## src/rtl/mem_arbiter.sv

```systemverilog
// Two-port SRAM arbiter: one fixed 4-cycle access (IDLE/ACC1/ACC2/DONE) per grant, Ack in DONE.
// Optional MEM_ARBITER_ROUND_ROBIN_EN selects round-robin tie-break instead of fixed port-0 priority.
module mem_arbiter #(
    parameter int ADDR_W = 20,
    parameter int DATA_W = 16
) (
    input  logic              Clk,
    input  logic              Reset,
    input  logic              Req0,
    input  logic              Req1,
    input  logic              We0,
    input  logic              We1,
    input  logic [ADDR_W-1:0] Addr0,
    input  logic [ADDR_W-1:0] Addr1,
    input  logic [DATA_W-1:0] Wdata0,
    input  logic [DATA_W-1:0] Wdata1,
    output logic              Ack0,
    output logic              Ack1,
    output logic [DATA_W-1:0] Rdata0,
    output logic [DATA_W-1:0] Rdata1,
    output logic [ADDR_W-1:0] Mem_ADDR,
    output logic [DATA_W-1:0] Mem_Dout,
    output logic              Mem_Dout_en,
    input  logic [DATA_W-1:0] Mem_Din,
    output logic              Mem_CE,
    output logic              Mem_UB,
    output logic              Mem_LB,
    output logic              Mem_OE,
    output logic              Mem_WE,
    output logic              Busy,
    output logic              Grant
);

    typedef enum logic [1:0] {IDLE, ACC1, ACC2, DONE} state_t;

    state_t              state_q, state_d;
    logic                grant_q, grant_d;
    logic                we_q, we_d;
    logic [ADDR_W-1:0]   addr_q, addr_d;
    logic [DATA_W-1:0]   wdata_q, wdata_d;
    logic [DATA_W-1:0]   rdata0_q, rdata1_q;
    logic                win;
    logic                active;

`ifdef MEM_ARBITER_ROUND_ROBIN_EN
    logic last_q, last_d;

    // On a tie the port not served last wins; last resets to 1 so port 0 takes the first tie.
    assign win = (Req0 && Req1) ? ~last_q : Req1;

    always_comb begin
        last_d = last_q;
        if (state_q == IDLE && (Req0 || Req1)) begin
            last_d = win;
        end
    end

    always_ff @(posedge Clk or negedge Reset) begin
        if (!Reset) begin
            last_q <= 1'b1;
        end else begin
            last_q <= last_d;
        end
    end
`else
    assign win = ~Req0;
`endif

    always_comb begin
        state_d = state_q;
        grant_d = grant_q;
        we_d    = we_q;
        addr_d  = addr_q;
        wdata_d = wdata_q;
        case (state_q)
            IDLE: begin
                if (Req0 || Req1) begin
                    state_d = ACC1;
                    grant_d = win;
                    we_d    = win ? We1    : We0;
                    addr_d  = win ? Addr1  : Addr0;
                    wdata_d = win ? Wdata1 : Wdata0;
                end
            end
            ACC1:    state_d = ACC2;
            ACC2:    state_d = DONE;
            DONE:    state_d = IDLE;
            default: state_d = IDLE;
        endcase
    end

    always_ff @(posedge Clk or negedge Reset) begin
        if (!Reset) begin
            state_q  <= IDLE;
            grant_q  <= 1'b0;
            we_q     <= 1'b0;
            addr_q   <= '0;
            wdata_q  <= '0;
            rdata0_q <= '0;
            rdata1_q <= '0;
        end else begin
            state_q <= state_d;
            grant_q <= grant_d;
            we_q    <= we_d;
            addr_q  <= addr_d;
            wdata_q <= wdata_d;
            if (state_q == ACC2 && !we_q) begin
                if (grant_q) begin
                    rdata1_q <= Mem_Din;
                end else begin
                    rdata0_q <= Mem_Din;
                end
            end
        end
    end

    assign active = (state_q == ACC1) || (state_q == ACC2);

    always_comb begin
        Busy        = (state_q != IDLE);
        Grant       = grant_q;
        Ack0        = 1'b0;
        Ack1        = 1'b0;
        Mem_ADDR    = '0;
        Mem_Dout    = wdata_q;
        Mem_Dout_en = 1'b0;
        Mem_OE      = 1'b1;
        Mem_WE      = 1'b1;
        if (state_q != IDLE) begin
            Mem_ADDR = addr_q;
        end
        if (active) begin
            Mem_Dout_en = we_q;
            Mem_WE      = ~we_q;
            Mem_OE      = we_q;
        end
        if (state_q == DONE) begin
            Ack0 = ~grant_q;
            Ack1 = grant_q;
        end
    end

    assign Rdata0 = rdata0_q;
    assign Rdata1 = rdata1_q;
    assign Mem_CE = 1'b0;
    assign Mem_UB = 1'b0;
    assign Mem_LB = 1'b0;

endmodule

```

## config.mk

```make
export PLATFORM = sky130hd
export DESIGN_NAME = mem_arbiter
export DESIGN_NICKNAME = d
export VERILOG_FILES = /design/src/rtl/mem_arbiter.sv
export SDC_FILE = /design/constraint.sdc
export NUM_CORES = 1
export LEC_CHECK = 0
export CORE_ASPECT_RATIO = 1.4
export CORE_MARGIN = 4
export CORE_UTILIZATION = 37
export DETAILED_ROUTE_END_ITERATION = 10
export GPL_ROUTABILITY_DRIVEN = 1
export GPL_TIMING_DRIVEN = 1
export PLACE_DENSITY = 0.78
export SLEW_MARGIN = 20
export SYNTH_ARGS = -nofsm -noshare
export SYNTH_HDL_FRONTEND = slang
export SYNTH_SLANG_ARGS = --single-unit
```

## constraint.sdc

```tcl
create_clock -name Clk -period 1.7 [get_ports Clk]
set_input_delay 0.17 -clock Clk [delete_from_list [all_inputs] [get_ports Clk]]
set_output_delay 0.17 -clock Clk [all_outputs]
set_load 0.05 [all_outputs]
```

==> impl_metrics.json, run 1 <==
{
  "outcome": "completed",
  "seq_power_share_pct": 21.8,
  "synth.ff_latch_count": 72,
  "die_h_um": 123,
  "place.gp.congestion": 0.750,
  "areaGrowthSynthToFinish_pct": 64.8,
  "grt_pass1_wl_um": 15600,
  "first_global_vias": 3141,
  "relSlewSlack_pct": 36.8,
  "dieArea_um2": 11000,
  "wl_um": 10100,
  "cp.arrival_ps": 1500,
  "powerDensity_nw_per_um2": 2380,
  "ys_warn_count": 0,
  "layout_common_cells": "122 x clkdlybuf4s50_1, 75 x inv_1, 72 x dfrtp_1, 36 x nor2b_1, 36 x a222oi_1",
  "critPathSlowestCell": "clkdlybuf4s50_1",
  "finalSetupViolCount": 0,
  "finalNonFillerCells": 603,
  "criticalPathCategory": "reg -> out",
  "clock_sinks": 72,
  "clock-root-buffer": "clkbuf_16",
  "cp-start-kind": "flip-flop",
  "final-hold-violation-count": 0,
  "critPathMaxFanout": 2,
  "p_sw_mw": 6.53,
  "antenna_found_initial": 0,
  "finalNetCount": 589,
  "numPortBuffers": 168,
  "grt_setup_unrepaired": "true",
  "skew_ps": 5.31,
  "netlist_area_um2": 3480,
  "clkTransAtPathRegs_ps": 60,
  "dpl.hpwl_um": 7390,
  "period_share_pct": 98.3,
  "whs_ps": 338,
  "leakagePower_nw": 2.80,
  "vias_per_cell": 4.99,
  "hold_path.class": "in -> async",
  "worstPathRequired_ps": 1530,
  "slew_viol_final": 0,
  "drv_cap": 0,
  "crit_path_cell_trace": "clkdlybuf4s50_1",
  "final_area_um2": 5740,
  "critPathMaxStageDelay_ps": 810,
  "layout_commonest_cell": "clkdlybuf4s50_1",
  "cts_buffers": 9,
  "postPlaceCellArea_um2": 5240,
  "yosysUniqueCellTypes": 28,
  "worst_pin_slew_ps": 944,
  "vias": 3009,
  "finalPower_mw": 13.7,
  "yosysSeqAreaShare_pct": 51.7,
  "p_clk_share_pct": 16.1,
  "clock_latency_ps": 330,
  "drt-pass1-iter-count": 7,
  "drive_gt1_share_pct": 22.8,
  "crit_family": "buffers and inverters",
  "drc": 0,
  "wl_per_cell_um": 16.8,
  "max_freq_mhz": 598,
  "synthCells": 319,
  "path_buf_inv": 1,
  "dp.cells": 584,
  "swShare_pct": 47.8,
  "drt_iter0_drc": 228,
  "grt_overflow_total": 0,
  "nFillCells": 735,
  "drtAntennaViolNets": 0,
  "cts_tree": "yes",
  "cts_max_level": 3,
  "rows": 41,
  "finalSetupTns_ps": 0,
  "ioPinCount": 172,
  "start_util_pct": 38.3,
  "grt_max_degree": 45,
  "ir_drop_v": 0.00136,
  "p_int_mw": 7.13,
  "crit_path_end_kind": "output port",
  "grtUsageTotal_pct": 18.0,
  "cts_buffer_depth": 2,
  "diodes": 0,
  "coreArea_um2": 9080,
  "fin_crit_ps": 1670,
  "combPwrFrac_pct": 62.1,
  "syn_area_per_cell_um2": 10.9,
  "die_x_um": 90.0
}
per-stage QoR:
| step | worst slack (ps) | utilization [%] |
|---|---|---|
| 6_report | 28.7 | 63.2 |
| 4_1_cts | 11.8 | 62.3 |
| 5_1_grt | -7.59 | 63.2 |
| 2_1_floorplan | -65.2 | - |
| 3_5_place_dp | -223 | 57.7 |
| 3_3_place_gp | -142 | 57.7 |
power groups by stage:
stage | Clock, mW | Sequential [mW] | Combinational [mW]
5_1_grt | 2.33 | 3.07 | 8.87
6_report | 2.20 | 2.98 | 8.48
3_5_place_dp | 0 | 3.01 | 8.20
2_1_floorplan | 0 | 5.00 | 3.39
3_3_place_gp | 0 | 2.98 | 8.08
4_1_cts | 2.24 | 2.99 | 8.39
flip-flops by register name, summed over array words and instances, names as in the netlist:
signal and count:
state_q 2, Grant 1, Rdata0 16, Rdata1 16, we_q 1, addr_q 20, Mem_Dout 16
what timing repair did:
item	4_1_cts	5_1_grt
hold buffers	1	0
resized for setup	9	28
setup endpoints to repair	25	52
setup buffers	1	1
pin swaps	0	1
gates cloned	0	0
endpoints found under the hold margin	18	0
routing by layer:
metal | global-route usage (%) | up-vias | wire length, um
met1 | 20.0 | 1451 | 3880
met2 | 33.3 | 145 | 5350
met3 | 4.23 | 13 | 725
met5 | 0 | - | 0
met4 | 7.57 | 0 | 185
li1 | - | 1400 | -
cells in the mapped netlist:
cell type	number	share of area (%)
a211oi_1	1	0.22
a21oi_1	1	0.14
a222oi_1	36	10
and2_1	1	0.18
and2_2	1	0.22
and2_4	1	0.25
and2b_2	1	0.25
and3b_1	1	0.25
buf_2	7	1.0
buf_4	3	0.65
buf_6	7	2.3
clkbuf_1	5	0.54
clkbuf_8	1	0.40
conb_1	1	0.11
dfrtp_1	72	52
ha_1	4	1.4
inv_1	77	8.3
mux2_1	2	0.65
mux2_2	31	10
mux2i_1	1	0.29
nand2_1	1	0.11
nand3b_2	1	0.32
nor2_1	22	2.4
nor2b_1	37	6.6
nor3b_1	1	0.22
nor3b_4	1	0.54
nor4bb_1	1	0.29
o21ai_2	1	0.25
final timing paths:
kind / startpoint / end / slack (ps) / cells after the start
max in group asynchronous: Reset / Rdata0[5]$_DFFE_PN0P_ / 760 / 3
min in group Clk: Wdata0[10] / Mem_Dout[10]$_DFFE_PN0P_ / 410 / 3
hold reg to reg: Rdata0[5]$_DFFE_PN0P_ / Rdata0[5]$_DFFE_PN0P_ / 490 / 1
hold / removal: Reset / Rdata1[0]$_DFFE_PN0P_ / 340 / 2
setup / recovery: Rdata1[2]$_DFFE_PN0P_ / Rdata1[2] / 30 / 1
setup reg to reg: state_q[0]$_DFFE_PN0P_ / Rdata0[0]$_DFFE_PN0P_ / 60 / 5
cell families after synthesis:
logic type	share of synthesized area, %
buffers and inverters	13.2
DFF	51.7
and+or+nand+nor	11.6
AOI/OAI and AO/OA	11.0
muxes	11.0
adders and majority gates	1.44
other	0.108
layout make-up:
type / count / area (um^2) / share of cell area (%)
Clock buffer: 10 / 239 / 4.16
Clock inverter: 6 / 115 / 2.01
Inverter: 77 / 292 / 5.08
Multi-Input combinational cell: 149 / 1280 / 22.4
Sequential cell: 72 / 1800 / 31.4
Tap cell: 107 / 134 / 2.33
Timing Repair Buffer: 182 / 1870 / 32.6
Power figures use the tool's default switching activity.
==> inputs of run 2 (changes only) <==
--- a/config.mk
+++ b/config.mk
@@ -5,8 +5,9 @@
 export SDC_FILE = /design/constraint.sdc
 export NUM_CORES = 1
 export LEC_CHECK = 0
+export CAP_MARGIN = 20
 export CORE_ASPECT_RATIO = 1.4
-export CORE_MARGIN = 4
+export CORE_MARGIN = 10
 export CORE_UTILIZATION = 37
 export DETAILED_ROUTE_END_ITERATION = 10
 export GPL_ROUTABILITY_DRIVEN = 1
==> run 2 against run 1 <==
Effect of this change:
- first-iteration DRC count up 17%
- non-clock buffer count up 4
- utilization down 0.39 points
- sequential share of layout area up 0.19 points
- via count up 2.1%
==> impl_metrics.json, run 2 (synthesis gave the netlist of run 1 again) <==
{
  "wl_per_cell_um": 18.6,
  "worst_pin_slew_ps": 530,
  "diodes": 0,
  "drt_iter0_drc": 267,
  "p_clk_share_pct": 14.6,
  "critPathMaxFanout": 3,
  "largest_register_ffs": 20,
  "powerDensity_nw_per_um2": 2360,
  "p_int_mw": 6.88,
  "grt_max_degree": 42,
  "critPathSlowestCell": "dfrtp_1",
  "clock-root-buffer": "clkbuf_16",
  "vias": 3073,
  "worstRegToRegCells": 5,
  "finalNetCount": 594,
  "ioPinCount": 172,
  "crit_family": "buffers and inverters",
  "cp-start-kind": "flip-flop",
  "drive_gt1_share_pct": 24.2,
  "cp.arrival_ps": 1490,
  "final-hold-violation-count": 0,
  "fin_crit_ps": 1660,
  "combPwrFrac_pct": 63.0,
  "skew_ps": 3.10,
  "slew_viol_final": 0,
  "first_global_vias": 3411,
  "drtAntennaViolNets": 0,
  "dpl.hpwl_um": 8640,
  "grt_setup_unrepaired": "true",
  "nFillCells": 738,
  "worstPathRequired_ps": 1530,
  "cts_tree": "yes",
  "die_x_um": 102,
  "wl_um": 11300,
  "drc": 0,
  "path_buf_inv": 4,
  "met1_usage_pct": 18.4,
  "clock_sinks": 72,
  "clock_latency_ps": 330,
  "crit_path_end_kind": "output port",
  "layout_commonest_cell": "clkdlybuf4s50_1",
  "crit_path_cell_trace": "inv_2 -> buf_6 -> ha_4 -> and2_4 -> inv_2 -> buf_12",
  "drv_cap": 0,
  "drt-pass1-iter-count": 6,
  "vias_per_cell": 5.05,
  "dieArea_um2": 13700,
  "grt_busiest_layer": "met2",
  "antenna_found_initial": 0,
  "multi_input_area_um2": 1290,
  "critPathMaxStageDelay_ps": 350,
  "hold_path.class": "in -> async",
  "rr_endpoint": "Rdata0[13]$_DFFE_PN0P_",
  "dp_slack_ps": -245,
  "start_util_pct": 38.3,
  "r2r_start": "state_q[0]$_DFFE_PN0P_",
  "final_area_um2": 5700,
  "whs_ps": 334,
  "relSlewSlack_pct": 64.6,
  "seq_power_share_pct": 22.3,
  "grt_overflow_total": 0,
  "finalSetupViolCount": 0,
  "period_share_pct": 97.8,
  "p_sw_mw": 6.56,
  "met3_usage_pct": 5.57,
  "cts_max_level": 3,
  "grt_pass1_wl_um": 17600,
  "grtUsageTotal_pct": 16.2,
  "swShare_pct": 48.8,
  "final.setup.worst_slack_ps": 37.7,
  "leakagePower_nw": 2.84,
  "cts_buffers": 9,
  "die_h_um": 135,
  "outcome": "completed",
  "regArea_um2": 1800,
  "cts_buffer_depth": 2,
  "top_register": "addr_q",
  "numPortBuffers": 168,
  "clkTransAtPathRegs_ps": 50,
  "cp_common_cell": "inv_2",
  "max_freq_mhz": 602,
  "r2r_setup_slack_ps": 100,
  "grt.met2_usage_pct": 27.4,
  "layout_common_cells": "111 x clkdlybuf4s50_1, 74 x inv_1, 72 x dfrtp_1, 46 x buf_4",
  "coreArea_um2": 9080,
  "postPlaceCellArea_um2": 5280,
  "place.gp.congestion": 0.767,
  "rows": 41,
  "criticalPathCategory": "reg -> out",
  "areaGrowthSynthToFinish_pct": 63.8,
  "finalSetupTns_ps": 0,
  "ir_drop_v": 0.00120
}
[run 2: cell types whose count changed in the layout (fill, tap and decap cells not counted), sizes merged, moves of 2 or more]
| cell | before | now |
|---|---|---|
| buf | 47 | 60 |
| clkdlybuf4s50 | 122 | 111 |
| clkinv | 1 | 4 |
| dlymetal6s2s | 12 | 14 |
[run 2: power by group through the flow]
stage	Clock (mW)	Sequential (mW)	Combinational, mW
2_1_floorplan	0	5.00	3.39
3_3_place_gp	0	2.99	8.21
3_5_place_dp	0	3.03	8.32
4_1_cts	2.01	3.01	8.50
5_1_grt	2.09	3.11	8.91
6_report	1.97	3.00	8.48
[run 2: layout make-up]
type	instances	share of cell area (%)
Sequential cell	72	31.6
Multi-Input combinational cell	150	22.6
Inverter	77	5.07
Timing Repair Buffer	186	32.9
Clock inverter	6	1.47
Clock buffer	10	4.01
Tap cell	107	2.35
[run 2: layer usage]
layer / up-vias / part of all wire (%)
li1: 1412 / -
met2: 147 / 50
met3: 14 / 9.0
met1: 1500 / 40
met5: - / 0
met4: 0 / 1.5
[run 2: worst max-delay path by stage]
stage | from | endpoint | depth (start not counted)
after detailed placement | state_q[0]$_DFFE_PN0P_ | addr_q[17]$_DFFE_PN0P_ | 4
final | state_q[0]$_DFFE_PN0P_ | Mem_WE | 6
after global placement | state_q[0]$_DFFE_PN0P_ | addr_q[13]$_DFFE_PN0P_ | 4
after global routing | state_q[1]$_DFFE_PN0P_ | Mem_ADDR[18] | 5
after floorplan | state_q[0]$_DFFE_PN0P_ | Mem_ADDR[0] | 5
after CTS | state_q[0]$_DFFE_PN0P_ | Mem_WE | 6
[run 2: worst reg2reg max path: cells and delay by family, from the launching register on]
family | cells | cell delay, ps
adders and majority gates | 1 | 230
buffers and inverters | 2 | 290
and+or+nand+nor | 1 | 240
DFF | 1 | 380
muxes | 1 | 350
[run 2: repair_timing]
action                                  CTS  global route
resized for setup                         9            19
hold buffers                              1             0
endpoints found under the setup margin   59            37
cloned                                    1             0
pin swaps                                 0             1
buffers inserted                          0             1
hold endpoints to repair                 31             0
[run 2: metrics by stage]
stage	total power, mW	cells	util, %
finish	13.4	608	62.8
global route	14.1	608	62.8
CTS	13.5	607	62.2
detailed placement	11.4	589	58.1
global placement	11.2	589	58.1
floorplan	8.39	321	-
==> inputs of run 3 (changes only) <==
--- a/config.mk
+++ b/config.mk
@@ -6,7 +6,6 @@
 export NUM_CORES = 1
 export LEC_CHECK = 0
 export CAP_MARGIN = 20
-export CORE_ASPECT_RATIO = 1.4
 export CORE_MARGIN = 10
 export CORE_UTILIZATION = 37
 export DETAILED_ROUTE_END_ITERATION = 10
==> run 3 against run 2 <==
Effect of this change:
- setup slack better by 14 ps
- sequential power barely moved
- non-clock buffer count down 1
- sequential share of layout area grew 0.59 points
- register-to-register slack is essentially flat
- critical path depth is 5 lower
- cell area decreased by 1.8%
- sequential cell count stayed put
- power is 4.9% lower
- highest routed layer unchanged
==> impl_metrics.json, run 3 (synthesis gave the netlist of run 1 again) <==
{
  "max_freq_mhz": 607,
  "grt_overflow_total": 0,
  "crit_path_end_kind": "output port",
  "cp-start-kind": "flip-flop",
  "drt_iter0_drc": 233,
  "drc": 0,
  "die_x_um": 117,
  "largest_register_ffs": 20,
  "crit_family": "buffers and inverters",
  "ir_drop_v": 0.00165,
  "clock_latency_ps": 340,
  "cts_buffer_depth": 2,
  "dpl.hpwl_um": 8510,
  "grtUsageTotal_pct": 15.6,
  "path_buf_inv": 1,
  "worstPathRequired_ps": 1530,
  "drt-pass1-iter-count": 6,
  "hold_path.class": "in -> async",
  "leakagePower_nw": 2.88,
  "final-hold-violation-count": 0,
  "dieArea_um2": 13700,
  "period_share_pct": 96.9,
  "criticalPathCategory": "reg -> out",
  "drtAntennaViolNets": 0,
  "numPortBuffers": 168,
  "cp.arrival_ps": 1480,
  "worst_pin_slew_ps": 538,
  "clkTransAtPathRegs_ps": 80,
  "finalSetupViolCount": 0,
  "drv_cap": 0,
  "vias_per_cell": 4.96,
  "finalNetCount": 592,
  "vias": 3026,
  "rows": 35,
  "relSlewSlack_pct": 64.1,
  "worstRegToRegCells": 5,
  "fin_util_pct": 60.9,
  "r2r_start": "state_q[0]$_DFFE_PN0P_",
  "top_register": "addr_q",
  "cp.depth": 1,
  "diodes": 0,
  "critPathMaxFanout": 2,
  "cts_tree": "yes",
  "critPathSlowestCell": "clkdlybuf4s50_1",
  "clock_sinks": 72,
  "outcome": "completed",
  "ioPinCount": 172,
  "crit_path_cell_trace": "clkdlybuf4s50_1",
  "powerDensity_nw_per_um2": 2280,
  "start_util_pct": 37.9,
  "cts_buffers": 9,
  "wl_per_cell_um": 18.0,
  "drive_gt1_share_pct": 24.2,
  "die_h_um": 117,
  "slew_viol_final": 0,
  "whs_ps": 301,
  "antenna_found_initial": 0,
  "clock-root-buffer": "clkbuf_8",
  "grt_max_degree": 43,
  "rr_endpoint": "Rdata0[12]$_DFFE_PN0P_",
  "critPathMaxStageDelay_ps": 800,
  "skew_ps": 11.0,
  "finalSetupTns_ps": 0,
  "fin_crit_ps": 1650,
  "r2r_setup_slack_ps": 100,
  "nFillCells": 774,
  "place.gp.congestion": 0.816,
  "first_global_vias": 3411,
  "layout_common_cells": "94 x clkdlybuf4s50_1, 75 x inv_1, 72 x dfrtp_1, 39 x buf_4",
  "coreArea_um2": 9200,
  "grt_pass1_wl_um": 16800,
  "areaGrowthSynthToFinish_pct": 60.8,
  "grt_setup_unrepaired": "true",
  "layout_commonest_cell": "clkdlybuf4s50_1",
  "wl_um": 11000,
  "cts_max_level": 3
}
## run 3: changes by cell type in the layout (fill, tap and decap cells not counted), moves of 2 or more
cell             previous run  this run
buf_6                       5        12
clkdlybuf4s50_1           111        94
clkbuf_16                   9         0
clkbuf_8                    0        10
nor2_2                      1         3
nor2_1                     21        19
buf_4                      46        39
dlymetal6s2s_1             14        22
nor2b_4                     2         0
dlygate4sd2_1               0         8
## run 3: worst max-delay path by stage
| stage | end | start | slack (ps) |
|---|---|---|---|
| finish | Rdata1[10] | Rdata1[10]$_DFFE_PN0P_ | 50 |
| floorplan | Mem_ADDR[0] | state_q[0]$_DFFE_PN0P_ | -70 |
| global route | Mem_ADDR[4] | state_q[0]$_DFFE_PN0P_ | -20 |
| detailed placement | Mem_Dout[11]$_DFFE_PN0P_ | state_q[0]$_DFFE_PN0P_ | 30 |
| CTS | Rdata1[2] | Rdata1[2]$_DFFE_PN0P_ | 0.2 |
| global placement | addr_q[0]$_DFFE_PN0P_ | Req0 | 110 |
## run 3: metal layers
layer,routed length [um],up-vias,track usage [%],part of all wire [%]
met1,4430,1469,16.7,40
met5,0,-,0,0
met3,1140,6,6.78,10
met4,92,0,4.37,0.84
li1,-,1407,-,-
met2,5340,144,27.3,49
## run 3: metrics by stage
step	setup slack [ps]	instances	power, mW	area [um^2]
final	52.0	610	12.8	5600
after global routing	-20.2	610	13.5	5600
after CTS	0.196	609	12.7	5470
after detailed placement	29.5	590	11.3	5230
after global placement	113	590	11.1	5230
after floorplan	-65.2	321	8.39	3490
## run 3: area by class of cell
type                            instances  area [um^2]  area share [%]
Tap cell                              111          139            2.48
Timing Repair Buffer                  185         1900            34.0
Clock inverter                          5         56.3            1.01
Multi-Input combinational cell        149         1270            22.6
Inverter                               77          289            5.16
Sequential cell                        72         1800            32.2
Clock buffer                           11          141            2.53
## run 3: timing repair
item / CTS / global route
pin swaps: 0 / 1
setup endpoints to repair: 31 / 41
hold buffers: 1 / 0
hold endpoints to repair: 30 / 0
cloned: 0 / 0
gates resized for setup: 14 / 40
setup buffers: 2 / 1
## run 3: power breakdown
group | switching (mW) | total, mW | internal, mW
registers | 0.415 | 2.98 | 2.57
logic | 5.46 | 8.47 | 3.01
clock network | 0.619 | 1.34 | 0.716
total | 6.49 | 12.8 | 6.30
